**src/rtl/ram_rd_pkg.sv**
```systemverilog
// Shared defaults and FSM state encoding for the RAM stream reader.
// The optional checksum output is selected by defining RAM_RD_CHECKSUM_EN.
package ram_rd_pkg;

    localparam int RD_ADDR_W_DEF = 6;
    localparam int RD_DATA_W_DEF = 8;
    localparam int RD_BUF_DEPTH  = 2;

    typedef enum logic [1:0] {
        IDLE  = 2'd0,
        READ  = 2'd1,
        DRAIN = 2'd2,
        DONE  = 2'd3
    } state_t;

endpackage

```
**src/rtl/rd_skid_fifo.sv**
```systemverilog
// Two-entry output buffer between the RAM read pipeline and the stream consumer.
// Handshake: a word moves on a side exactly when its valid and ready are both high at the clock edge.
module rd_skid_fifo
    import ram_rd_pkg::*;
#(
    parameter int DATA_W = RD_DATA_W_DEF
) (
    input  logic              clk,
    input  logic              rst,
    input  logic              i_in_valid,
    output logic              o_in_ready,
    input  logic [DATA_W-1:0] i_in_data,
    output logic              o_out_valid,
    input  logic              i_out_ready,
    output logic [DATA_W-1:0] o_out_data,
    output logic [1:0]        o_count
);

    logic [DATA_W-1:0] r_mem [RD_BUF_DEPTH];
    logic              r_wr_ptr;
    logic              r_rd_ptr;
    logic [1:0]        r_count;
    logic              w_push;
    logic              w_pop;

    // A full buffer can still accept when the head leaves in the same cycle.
    assign o_in_ready  = (r_count != 2'(RD_BUF_DEPTH)) || i_out_ready;
    assign o_out_valid = (r_count != 2'd0);
    assign o_out_data  = r_mem[r_rd_ptr];
    assign o_count     = r_count;
    assign w_push      = i_in_valid && o_in_ready;
    assign w_pop       = o_out_valid && i_out_ready;

    always_ff @(posedge clk) begin
        if (rst) begin
            r_mem[0] <= '0;
            r_mem[1] <= '0;
            r_wr_ptr <= 1'b0;
            r_rd_ptr <= 1'b0;
            r_count  <= 2'd0;
        end else begin
            if (w_push) begin
                r_mem[r_wr_ptr] <= i_in_data;
                r_wr_ptr        <= ~r_wr_ptr;
            end
            if (w_pop) begin
                r_rd_ptr <= ~r_rd_ptr;
            end
            r_count <= r_count + 2'(w_push) - 2'(w_pop);
        end
    end

endmodule

```
**src/rtl/ram_stream_reader.sv**
```systemverilog
// Streams len words from a synchronous-read RAM starting at base_addr, in address order.
// Defining RAM_RD_CHECKSUM_EN adds a per-job checksum output.
module ram_stream_reader
    import ram_rd_pkg::*;
#(
    parameter int ADDR_W = RD_ADDR_W_DEF,
    parameter int DATA_W = RD_DATA_W_DEF
) (
    input  logic              clk,
    input  logic              rst,
    input  logic              start,
    input  logic [ADDR_W-1:0] base_addr,
    input  logic [ADDR_W:0]   len,
    output logic              busy,
    output logic              done,
    output logic [ADDR_W-1:0] ram_addr,
    output logic              ram_we,
    output logic [DATA_W-1:0] ram_data,
    input  logic [DATA_W-1:0] ram_q,
    output logic [DATA_W-1:0] out_data,
    output logic              out_valid,
    input  logic              out_ready,
`ifdef RAM_RD_CHECKSUM_EN
    output logic [DATA_W-1:0] checksum,
`endif
    output state_t            o_dbg_state
);

    state_t            r_state;
    logic [ADDR_W-1:0] r_addr;
    logic [ADDR_W:0]   r_left;
    logic              r_issue;
    logic              r_q_pend;
    logic              r_busy;
    logic              r_done;

    logic              w_fifo_in_ready;
    logic [1:0]        w_fifo_count;
    logic              w_wr;
    logic              w_pop;
    logic [1:0]        w_count_next;
    logic              w_can_issue;
    logic              w_drained;

    rd_skid_fifo #(
        .DATA_W (DATA_W)
    ) u_fifo (
        .clk         (clk),
        .rst         (rst),
        .i_in_valid  (r_q_pend),
        .o_in_ready  (w_fifo_in_ready),
        .i_in_data   (ram_q),
        .o_out_valid (out_valid),
        .i_out_ready (out_ready),
        .o_out_data  (out_data),
        .o_count     (w_fifo_count)
    );

    // r_issue: ram_addr carries a fresh address this cycle; r_q_pend: ram_q holds an uncaptured word.
    // While no new address is issued the RAM keeps presenting the last word, so it can wait on ram_q.
    assign w_wr         = r_q_pend && w_fifo_in_ready;
    assign w_pop        = out_valid && out_ready;
    assign w_count_next = w_fifo_count + 2'(w_wr) - 2'(w_pop);
    assign w_can_issue  = (w_count_next < 2'(RD_BUF_DEPTH));
    assign w_drained    = (w_count_next == 2'd0) && !r_issue && !r_q_pend;

    always_ff @(posedge clk) begin
        if (rst) begin
            r_state  <= IDLE;
            r_addr   <= '0;
            r_left   <= '0;
            r_issue  <= 1'b0;
            r_q_pend <= 1'b0;
            r_busy   <= 1'b0;
            r_done   <= 1'b0;
        end else begin
            r_done   <= 1'b0;
            r_issue  <= 1'b0;
            r_q_pend <= r_issue || (r_q_pend && !w_wr);
            case (r_state)
                IDLE: begin
                    if (start) begin
                        if (len != '0) begin
                            r_state <= READ;
                            r_busy  <= 1'b1;
                            r_addr  <= base_addr;
                            r_left  <= len - (ADDR_W+1)'(1);
                            r_issue <= 1'b1;
                        end else begin
                            r_state <= DONE;
                            r_done  <= 1'b1;
                        end
                    end
                end
                READ: begin
                    if (r_left == '0) begin
                        r_state <= DRAIN;
                    end else if (w_can_issue) begin
                        r_addr  <= r_addr + ADDR_W'(1);
                        r_left  <= r_left - (ADDR_W+1)'(1);
                        r_issue <= 1'b1;
                    end
                end
                DRAIN: begin
                    if (w_drained) begin
                        r_state <= DONE;
                        r_busy  <= 1'b0;
                        r_done  <= 1'b1;
                    end
                end
                DONE: begin
                    r_state <= IDLE;
                end
                default: begin
                    r_state <= IDLE;
                end
            endcase
        end
    end

`ifdef RAM_RD_CHECKSUM_EN
    logic [DATA_W-1:0] r_checksum;

    always_ff @(posedge clk) begin
        if (rst) begin
            r_checksum <= '0;
        end else if (r_state == IDLE && start) begin
            r_checksum <= '0;
        end else if (w_pop) begin
            r_checksum <= r_checksum + out_data;
        end
    end

    assign checksum = r_checksum;
`endif

    assign busy        = r_busy;
    assign done        = r_done;
    assign ram_addr    = r_addr;
    assign ram_we      = 1'b0;
    assign ram_data    = '0;
    assign o_dbg_state = r_state;

endmodule

```
**config.mk**
```make
export PLATFORM = sky130hd
export DESIGN_NAME = ram_stream_reader
export DESIGN_NICKNAME = d
export VERILOG_FILES = /design/src/rtl/ram_rd_pkg.sv /design/src/rtl/rd_skid_fifo.sv /design/src/rtl/ram_stream_reader.sv
export SDC_FILE = /design/constraint.sdc
export NUM_CORES = 1
export LEC_CHECK = 0
export ABC_AREA = 0
export CORE_AREA = 2 2 72 74
export DETAILED_ROUTE_END_ITERATION = 7
export DIE_AREA = 0 0 74 76
export HOLD_SLACK_MARGIN = 0.08
export PLACE_DENSITY = 0.78
export SYNTH_ARGS = -nofsm -noshare
export SYNTH_HDL_FRONTEND = slang
export SYNTH_SLANG_ARGS = --single-unit
export TNS_END_PERCENT = 5
```
**constraint.sdc**
```tcl
create_clock -name clk -period 3.4 [get_ports clk]
set_clock_uncertainty 0.2 [all_clocks]
set_input_delay 1.02 -clock clk [delete_from_list [all_inputs] [get_ports clk]]
set_output_delay 1.02 -clock clk [all_outputs]
set_load 0.1 [all_outputs]
```
Yosys cells after proc, flatten, opt, wreduce, memory -nomap -nowiden
Memories as Yosys holds them, arrays and structs flattened. A register that Yosys moved wholly into a read port is not among the register bits.
Cells that the tools add are included.
- word-level logic and storage cells: 88
- input bits: 25
- bits in writable memories: 16
- register bits: 23
- memories kept: 1
- output and inout port bits: 28
- memory list (name ; depth ; width ; read ports ; clocked after Yosys merged registers in ; write ports ; line ; RTL):
    u_fifo.r_mem ; 2 ; 8 ; 1 ; 1 ; 2 ; rd_skid_fifo.sv:19 ; logic [DATA_W-1:0] r_mem [RD_BUF_DEPTH];
- equality and inequality tests: 10
- mux-type cells: 38
- bitwise operators: 2
- reduce and logical (&&, ||, !) cells: 21
- $lt $le $gt $ge: 1
- $add $sub $neg: 5
- operator list (cell ; count):
    7-bit two-way mux ; 4
    6-bit two-way mux ; 4
    1-bit two-way mux ; 19
    2-bit != test (second input constant) ; 7
    7-bit one-hot mux with 2 select lines ; 1
    7-bit by 1-bit subtractor with 7-bit output (second input constant) ; 2
    6-bit one-hot mux with 2 select lines ; 1
    2-bit two-way mux ; 4
    8-bit two-way mux ; 1
    2-bit one-hot mux with 4 select lines ; 1
    8-bit OR reduction ; 1
    7-bit logical NOT ; 1
    7-bit nonzero test ; 1
    6-bit by 1-bit adder with 6-bit output (second input constant) ; 1
    1-bit one-hot mux with 2 select lines ; 3
    2-bit nonzero test ; 3
    1-bit logical AND ; 5
    5-bit AND reduction ; 1
    2-bit == test (second input constant) ; 2
    2-bit logical NOT ; 2
    4-bit AND reduction ; 1
    1-bit logical NOT ; 3
    3-bit AND reduction ; 1
    2-bit by 1-bit adder with 2-bit output ; 1
    other kinds (5) ; 7

Logic depth before layout (Yosys ltp)
Gate-level depths: netlist of run 1.
- depth after elaboration: 10
- mapped depth: 11
- mapped depth without buffers: 9

By module
Synthesis of run 1 repeated with hierarchy kept, for this count alone.
- cells, all modules: 221
- area total of the unflattened synthesis: 2289.7 um^2
- modules (own cells, without submodules) (module ; cells an instance ; times used ; seq. area each (um^2) ; area an instance (um^2)):
    ram_stream_reader ; 151 ; 1 ; 380.4 ; 1347.5
    rd_skid_fifo ; 70 ; 1 ; 580.6 ; 942.2

Least setup slack after synthesis of run 1
OpenSTA, ideal clock, no wires.
- kind: flip-flop to flip-flop
- start point: register r_state[0] (netlist: o_dbg_state[0])
- end point: register r_left[6]
- data arrival time: 3.016 ns
- cell stages (with the launch flop): 11
- period minus slack after synthesis: 3.354 ns
- data required time: 3.062 ns
- path slack: 0.046 ns
- cell sequence: dfxtp_1 -> ha_1 -> buf_4 -> clkbuf_1 -> mux2i_1 -> ha_1 -> o21ai_0 -> or2_2 -> nor3_1 -> a2bb2oi_1 -> a21oi_1
- cells in the longest elaborated chain, start to end: 3
- elaborated cells between the ends (all ways): 9
- classes of those cells: eq/ne (5); mux (1); reduce/logical (3)
- RTL lines (element ; line ; RTL):
    start, declared ; ram_stream_reader.sv:29 ; state_t r_state;
    start signal, assigned ; ram_stream_reader.sv:69 ; r_state <= IDLE;
    start signal, assigned ; ram_stream_reader.sv:84 ; r_state <= READ;
    start signal, assigned ; ram_stream_reader.sv:90 ; r_state <= DONE;
    2-bit by 1-bit == test with 1-bit output or 2-bit logical NOT (tied branches) ; ram_stream_reader.sv:80 ; case (r_state)
    2-bit != test (no line) or 2-bit nonzero test (tied branches) ; - ;
    5-bit AND reduction (no line) ; - ;
    end signal, assigned ; ram_stream_reader.sv:87 ; r_left <= len - (ADDR_W+1)'(1);
    end signal, assigned ; ram_stream_reader.sv:100 ; r_left <= r_left - (ADDR_W+1)'(1);
    end, declared ; ram_stream_reader.sv:31 ; logic [ADDR_W:0] r_left;
Several ways; a longest one is shown, not always the timed one.
A chain may end at the register's enable or synchronous reset.

Worst setup path in the final report of run 1
- start point: input port out_ready
- end point: register r_left[2]
- elaborated cells between the ends (all ways): 8
- classes of those cells: add/sub (2); order compare (1); eq/ne (1); reduce/logical (4)
- RTL lines (element ; line ; RTL):
    start, declared ; ram_stream_reader.sv:22 ; input logic out_ready,
    1-bit logical AND ; - ;
    net u_fifo.w_pop ; rd_skid_fifo.sv:24 ; logic w_pop;
    2-bit by 1-bit subtractor with 2-bit output ; ram_stream_reader.sv:63 ; assign w_count_next = w_fifo_count + 2'(w_wr) - 2'(w_pop);
    2-bit less-than comparator ; ram_stream_reader.sv:64 ; assign w_can_issue = (w_count_next < 2'(RD_BUF_DEPTH));
    2-bit != test (no line) ; - ;
    5-bit AND reduction (no line) ; - ;
The timed path passes the listed nets, and every way through them passes these cells.

==> flow_summary.ini, run 1 <==
[floorplan]
start_util_pct = 48.0
dieArea_sq_mm = 0.00562
die_y_um = 76
io_pins = 53
core_sq_mm = 0.00491
row_count = 26
fp.dieW_um = 74

[synthesis]
netlist_top_cells_count = dfxtp_1 (24), nor2_1 (19), and2_1 (18)
syn_area_per_cell_sq_um = 9.71
synth_area_sq_mm = 0.00236
synth_cells = 243
synth.distinct_cells = 54
yosys.area.top_type_share_pct = 20.4
ys_seq_area_share_pct = 40.7
synth.largest_area_cell = dfxtp_1
synthArstFlopShare_pct = 0
ys_warn_count = 0
synth-seq-cells = 40
yosys-top-cells-area = dfxtp_1 (20%), edfxtp_1 (20%), and2_1 (4.8%)
yosysMostFrequentCell = dfxtp_1
ys.flop_type = dfxtp_1
synth_edf_count = 16

[power]
pwr_density_cell_mw_per_mm2 = 974
p_int_mw = 1.51
vdd_drop_max_mv = 0.502
p_leak_nw = 1.23
p_sw_share_pct = 49.3
p_comb_share_pct = 62.3
clockPowerShare_pct = 12.8
switching_power_mw = 1.47
pwr-share-seq_pct = 24.9

[routing]
wirelength_um = 5020
drt_iter0_drc = 98
drc = 0
routed_via_density = 5.26
drt_pass1_iterations = 4
routed-via-count = 1983
ant_nets = 0
wl_per_cell_um = 13.3

[clock_network]
cts.sinks = 40
cts_tree = yes
insertion_delay_ns = 0.28
cts_hold_buf = 0
cts.htree.levels = 2
numCtsBuffers = 5
cts.root.buffer_cell = clkbuf_8
clockBufferDepth = 2
clk_pin_slew_worst_paths_ns = 0.08

[global_routing]
busiest_layer = met2
overflow = 0
grt_pass1_vias = 1898
grtUsageMet1_pct = 23.3
grt_use_met2_pct = 31.3
grt_antenna_before_repair = 0
grt_usage_pct = 18.1
grt_max_degree = 29
grtUsageMet3_pct = 2.78
grt_pass1_wl_um = 8310

[sta]
final_max_slew_viol_count = 0
fmax_mhz = 311
setup_violations = 0
fin_crit_ns = 3.22
rsz0062_at_grt = no
worstMarginPinSlew_ns = 0.831
layout_worst_path_cycle_share_pct = 94.6
hold_viol_final = 0
relSlewSlack_pct = 44.5

[layout]
fin_util_pct = 62.4
nets = 337
drive_above_1_share_pct = 27.0
fin_area_sq_mm = 0.00306
diodes = 0
area_delta_synth_final_pct = 29.9
nFillCells = 441

[worst_setup_path]
cpPeakStageDelay_ns = 0.49
critPathBufInv = 1
crit_type = input pin to register
r2r_end = r_left[2]$_SDFFE_PP0P_
cp_slowest_cell = or4b_1
crit_fanout = 4
start_kind = input pin
r2r_start = u_fifo.o_count[1]$_SDFF_PP0_
crit_chain = clkdlybuf4s50_1, and2_1, ha_1, nand2b_4, mux2i_2, and3_4, nand3_2, or4b_1, a31oi_1
crit_arrival_ns = 3.23
crit_family = simple AND/OR/NAND/NOR gates
reg2regPathDepth = 9
rrSetupSlack_ns = 0.59
cp-end-kind = register
critPathRequiredTime_ns = 3.41

[place]
portBuffers = 43
place_hpwl_um = 3620
place_congestion = 0.841
post_dp_cell_area_sq_mm = 0.00294

[hold_path]
hold_class = register to register
min_path_cells = 2
hold_end = r_q_pend$_SDFF_PP0_
hold_start = r_issue$_SDFF_PP0_

[run_status]
status = finished clean

[run]
cap_violations = 0
==> kinds of logic (layout without fill, tap and decap cells) <==
| logic type | Yosys count | in the layout | share of synthesized area, % |
|---|---|---|---|
| adders and majority gates | 6 | 6 | 3.18 |
| AOI/OAI and AO/OA | 58 | 58 | 18.0 |
| xor gates and xnor gates | 5 | 5 | 1.86 |
| muxes | 15 | 15 | 7.00 |
| DFF | 40 | 40 | 40.7 |
| and+or+nand+nor | 88 | 88 | 22.0 |
| buffers and inverters | 30 | 86 | 7.05 |
| other | 1 | 9 | 0.159 |
==> metal layers <==
layer / part of all wire [%] / up-vias
met3: 4.3 / 2
met2: 52 / 49
met1: 44 / 941
li1: - / 991
met5: 0 / -
met4: 0.38 / 0
==> final cells by class <==
cell class	count	area (sq um)	share of cell area [%]
sequential	40	961	31.4
multi-input combinational	181	1280	41.8
timing repair buffer	69	591	19.3
clock inverter	3	42.5	1.39
clock buffer	5	68.8	2.25
tap	70	87.6	2.86
inverter	9	33.8	1.10
==> state kept, by name, indices dropped and copies added (netlist names), named ones only <==
name / count
busy: 1
done: 1
o_dbg_state: 2
r_issue: 1
r_left: 7
r_q_pend: 1
ram_addr: 6
u_fifo.o_count: 2
u_fifo.r_mem: 16
u_fifo.r_rd_ptr: 1
u_fifo.r_wr_ptr: 1
==> through the flow <==
stage                     hold WS (ns)  power [mW]  worst slack, ns  instances  setup TNS, ns
after CTS                        0.280        2.97            0.101        377              0
after global placement           0.249        2.56           -0.118        369         -0.510
after global routing             0.312        3.16           0.0224        377              0
after floorplan                  0.238        2.11           0.0461        251              0
final                            0.281        2.98            0.182        377              0
after detailed placement         0.263        2.58           -0.171        369         -0.975
==> worst reg2reg max path, stage by stage, from the launching register on <==
cell	delay, ns
dfxtp_1	0.40
or2_2	0.33
and2_1	0.18
ha_1	0.31
nand2b_4	0.16
mux2i_2	0.21
and3_4	0.22
nand3_2	0.10
or4b_1	0.49
a31oi_1	0.16
==> power by group through the flow <==
stage | logic (mW) | clock network, mW | registers (mW)
2_1_floorplan | 1.12 | 0 | 0.992
3_3_place_gp | 1.81 | 0 | 0.744
3_5_place_dp | 1.83 | 0 | 0.750
4_1_cts | 1.84 | 0.389 | 0.742
5_1_grt | 1.99 | 0.408 | 0.761
6_report | 1.86 | 0.381 | 0.743
==> timing repair <==
item | in CTS | in global routing
endpoints found under the setup margin | 0 | 3
resized for setup | 0 | 3
setup buffers | 0 | 0
==> placed cells by master, fill, tap and decap left out, types with 3 or more instances in the layout <==
cell | netlist | routed
buf_4 | 10 | 44
dfxtp_1 | 24 | 24
clkdlybuf4s50_1 | 0 | 24
nor2_1 | 19 | 19
and2_1 | 18 | 18
edfxtp_1 | 16 | 16
a21oi_1 | 12 | 12
nand2_1 | 10 | 10
inv_1 | 9 | 9
mux2_2 | 9 | 9
conb_1 | 1 | 9
o21ai_0 | 8 | 8
nor3_1 | 6 | 6
o21ai_1 | 6 | 6
nand3_1 | 7 | 6
ha_1 | 6 | 6
mux2i_1 | 5 | 5
or2_2 | 5 | 5
clkbuf_8 | 0 | 5
xnor2_1 | 4 | 4
a211oi_2 | 4 | 4
nor3b_1 | 3 | 3
or4_4 | 3 | 3
a211oi_1 | 3 | 3
a31oi_1 | 3 | 3
nand2b_1 | 4 | 3
o211ai_1 | 3 | 3
==> worst max path at each step <==
stage | start | depth (start not counted) | endpoint
3_5_place_dp | out_ready | 9 | r_left[2]$_SDFFE_PP0P_
5_1_grt | out_ready | 11 | r_left[4]$_SDFFE_PP0P_
2_1_floorplan | o_dbg_state[0]$_SDFFE_PP0P_ | 10 | r_left[6]$_SDFFE_PP0P_
3_3_place_gp | out_ready | 10 | ram_addr[0]$_SDFFE_PP0P_
6_report | out_ready | 9 | r_left[2]$_SDFFE_PP0P_
4_1_cts | out_ready | 9 | r_left[2]$_SDFFE_PP0P_
(Power assumes the default switching activity.)
==> inputs of run 2 (changes only) <==
--- a/config.mk
+++ b/config.mk
@@ -9,8 +9,8 @@
 export CORE_AREA = 2 2 72 74
 export DETAILED_ROUTE_END_ITERATION = 7
 export DIE_AREA = 0 0 74 76
+export DONT_BUFFER_PORTS = 1
 export HOLD_SLACK_MARGIN = 0.08
-export PLACE_DENSITY = 0.78
 export SYNTH_ARGS = -nofsm -noshare
 export SYNTH_HDL_FRONTEND = slang
 export SYNTH_SLANG_ARGS = --single-unit
==> run 2 against run 1 <==
Count of clock-buffer cells in the layout unchanged. First-iteration DRC count decreased by 38%. Combinational power is 23% lower. Flip-flop and latch count is the same. Critical path type is now register to register. Critical endpoint is now ram_addr[5]$_SDFFE_PP0P_.
==> flow_summary.ini, run 2 (same netlist as run 1, synthesis figures left out) <==
[sta]
worstMarginPinSlew_ns = 0.989
holdWs_ns = 0.306
fin_ws_ns = 0.499
fin_tns_setup_ns = 0
hold_viol_final = 0
rsz0062_at_grt = no
setup_violations = 0
final_max_slew_viol_count = 0
fin_crit_ns = 2.90
fmax_mhz = 345
layout_worst_path_cycle_share_pct = 85.3
relSlewSlack_pct = 34.0

[clock_network]
insertion_delay_ns = 0.30
cts.htree.levels = 2
cts_tree = yes
cts_resized = 0
clockBufferDepth = 2
cts_setup_buffers = 0
cts.sinks = 40
clk_pin_slew_worst_paths_ns = 0.09
cts.root.buffer_cell = clkbuf_8
cts_hold_buf = 0
numCtsBuffers = 5

[global_routing]
grt_pass1_vias = 1665
grt_antenna_before_repair = 0
grt_max_degree = 30
overflow = 0
grt_usage_pct = 17.2
grt_pass1_wl_um = 7560

[layout]
top_register = u_fifo.r_mem
area_delta_synth_final_pct = 10.3
largest_reg_flops = 16
diodes = 0
fin_util_pct = 53.0
nFillCells = 462
fin_area_sq_mm = 0.00260
layout_common_cells = dfxtp_1 (24), nor2_1 (19), buf_4 (19), and2_1 (18), edfxtp_1 (16)
nets = 287
drive_above_1_share_pct = 21.0
final_cells = 327
mostFrequentLayoutCell = dfxtp_1

[floorplan]
start_util_pct = 48.0
fp.dieW_um = 74
io_pins = 53
row_count = 26
die_y_um = 76
dieArea_sq_mm = 0.00562
core_sq_mm = 0.00491

[worst_setup_path]
reg2regPathDepth = 11
r2r_start = u_fifo.o_count[1]$_SDFF_PP0_
critPathRequiredTime_ns = 3.44
crit_arrival_ns = 2.94
start_kind = register
r2r_end = ram_addr[5]$_SDFFE_PP0P_
cp-end-kind = register
crit_fanout = 10
rrSetupSlack_ns = 0.50
crit_type = register to register

[run]
cap_violations = 0

[routing]
drc = 0
drt_pass1_iterations = 4
routed-via-count = 1790
wl_per_cell_um = 14.4
ant_nets = 0
drt_iter0_drc = 61
wirelength_um = 4700
routed_via_density = 5.47

[place]
portBuffers = 0
dp.cells = 319
place_congestion = 0.834
post_dp_cell_area_sq_mm = 0.00249
place_ws_ns = 0.200
place_hpwl_um = 3410

[hold_path]
hold_end = r_q_pend$_SDFF_PP0_
min_path_cells = 2
hold_start = r_issue$_SDFF_PP0_
hold_class = register to register

[power]
pwr_density_cell_mw_per_mm2 = 1050
vdd_drop_max_mv = 0.471
p_leak_nw = 0.993
power_mw = 2.74

[run_status]
status = finished clean
run 2: worst max path at each step:
stage                                             from                        to  cells after the start
after CTS                 u_fifo.o_count[1]$_SDFF_PP0_  ram_addr[2]$_SDFFE_PP0P_                     11
after floorplan            o_dbg_state[0]$_SDFFE_PP0P_    r_left[6]$_SDFFE_PP0P_                     10
after global placement                       out_ready  ram_addr[5]$_SDFFE_PP0P_                     10
final                     u_fifo.o_count[1]$_SDFF_PP0_  ram_addr[5]$_SDFFE_PP0P_                     11
after global routing      u_fifo.o_count[1]$_SDFF_PP0_  ram_addr[5]$_SDFFE_PP0P_                     11
after detailed placement                     out_ready  ram_addr[5]$_SDFFE_PP0P_                     10
run 2: report_power, final:
part	leakage, nW	internal [mW]	switching [mW]	total, mW
logic	0.575	0.483	0.948	1.43
registers	0.363	0.620	0.287	0.908
clock network	0.0548	0.221	0.182	0.403
run 2: final cells by class:
cell class | count | area [sq um] | area share, %
clock inverters | 3 | 46.3 | 1.78
inverters | 9 | 33.8 | 1.30
flip-flops and latches | 40 | 961 | 36.9
well taps | 70 | 87.6 | 3.37
multi-input cells | 181 | 1260 | 48.5
repair buffers | 19 | 143 | 5.48
clock buffers | 5 | 68.8 | 2.64
run 2: per-layer routing:
metal | wire (um) | GRT usage [%] | up-vias
met5 | 0 | 0 | -
met1 | 1990 | 20.7 | 815
met4 | 112 | 7.64 | 0
met2 | 2210 | 27.4 | 64
met3 | 399 | 5.56 | 12
li1 | - | - | 899
run 2: worst max-delay path, stage by stage (launching register included):
cell      delay [ns]
dfxtp_1         0.38
or2_2           0.32
and2_1          0.18
ha_1            0.32
nand2b_1        0.19
mux2i_2         0.24
buf_4           0.15
nand4_4         0.14
a21oi_4         0.34
buf_4           0.21
nand2b_1        0.06
a21oi_1         0.11
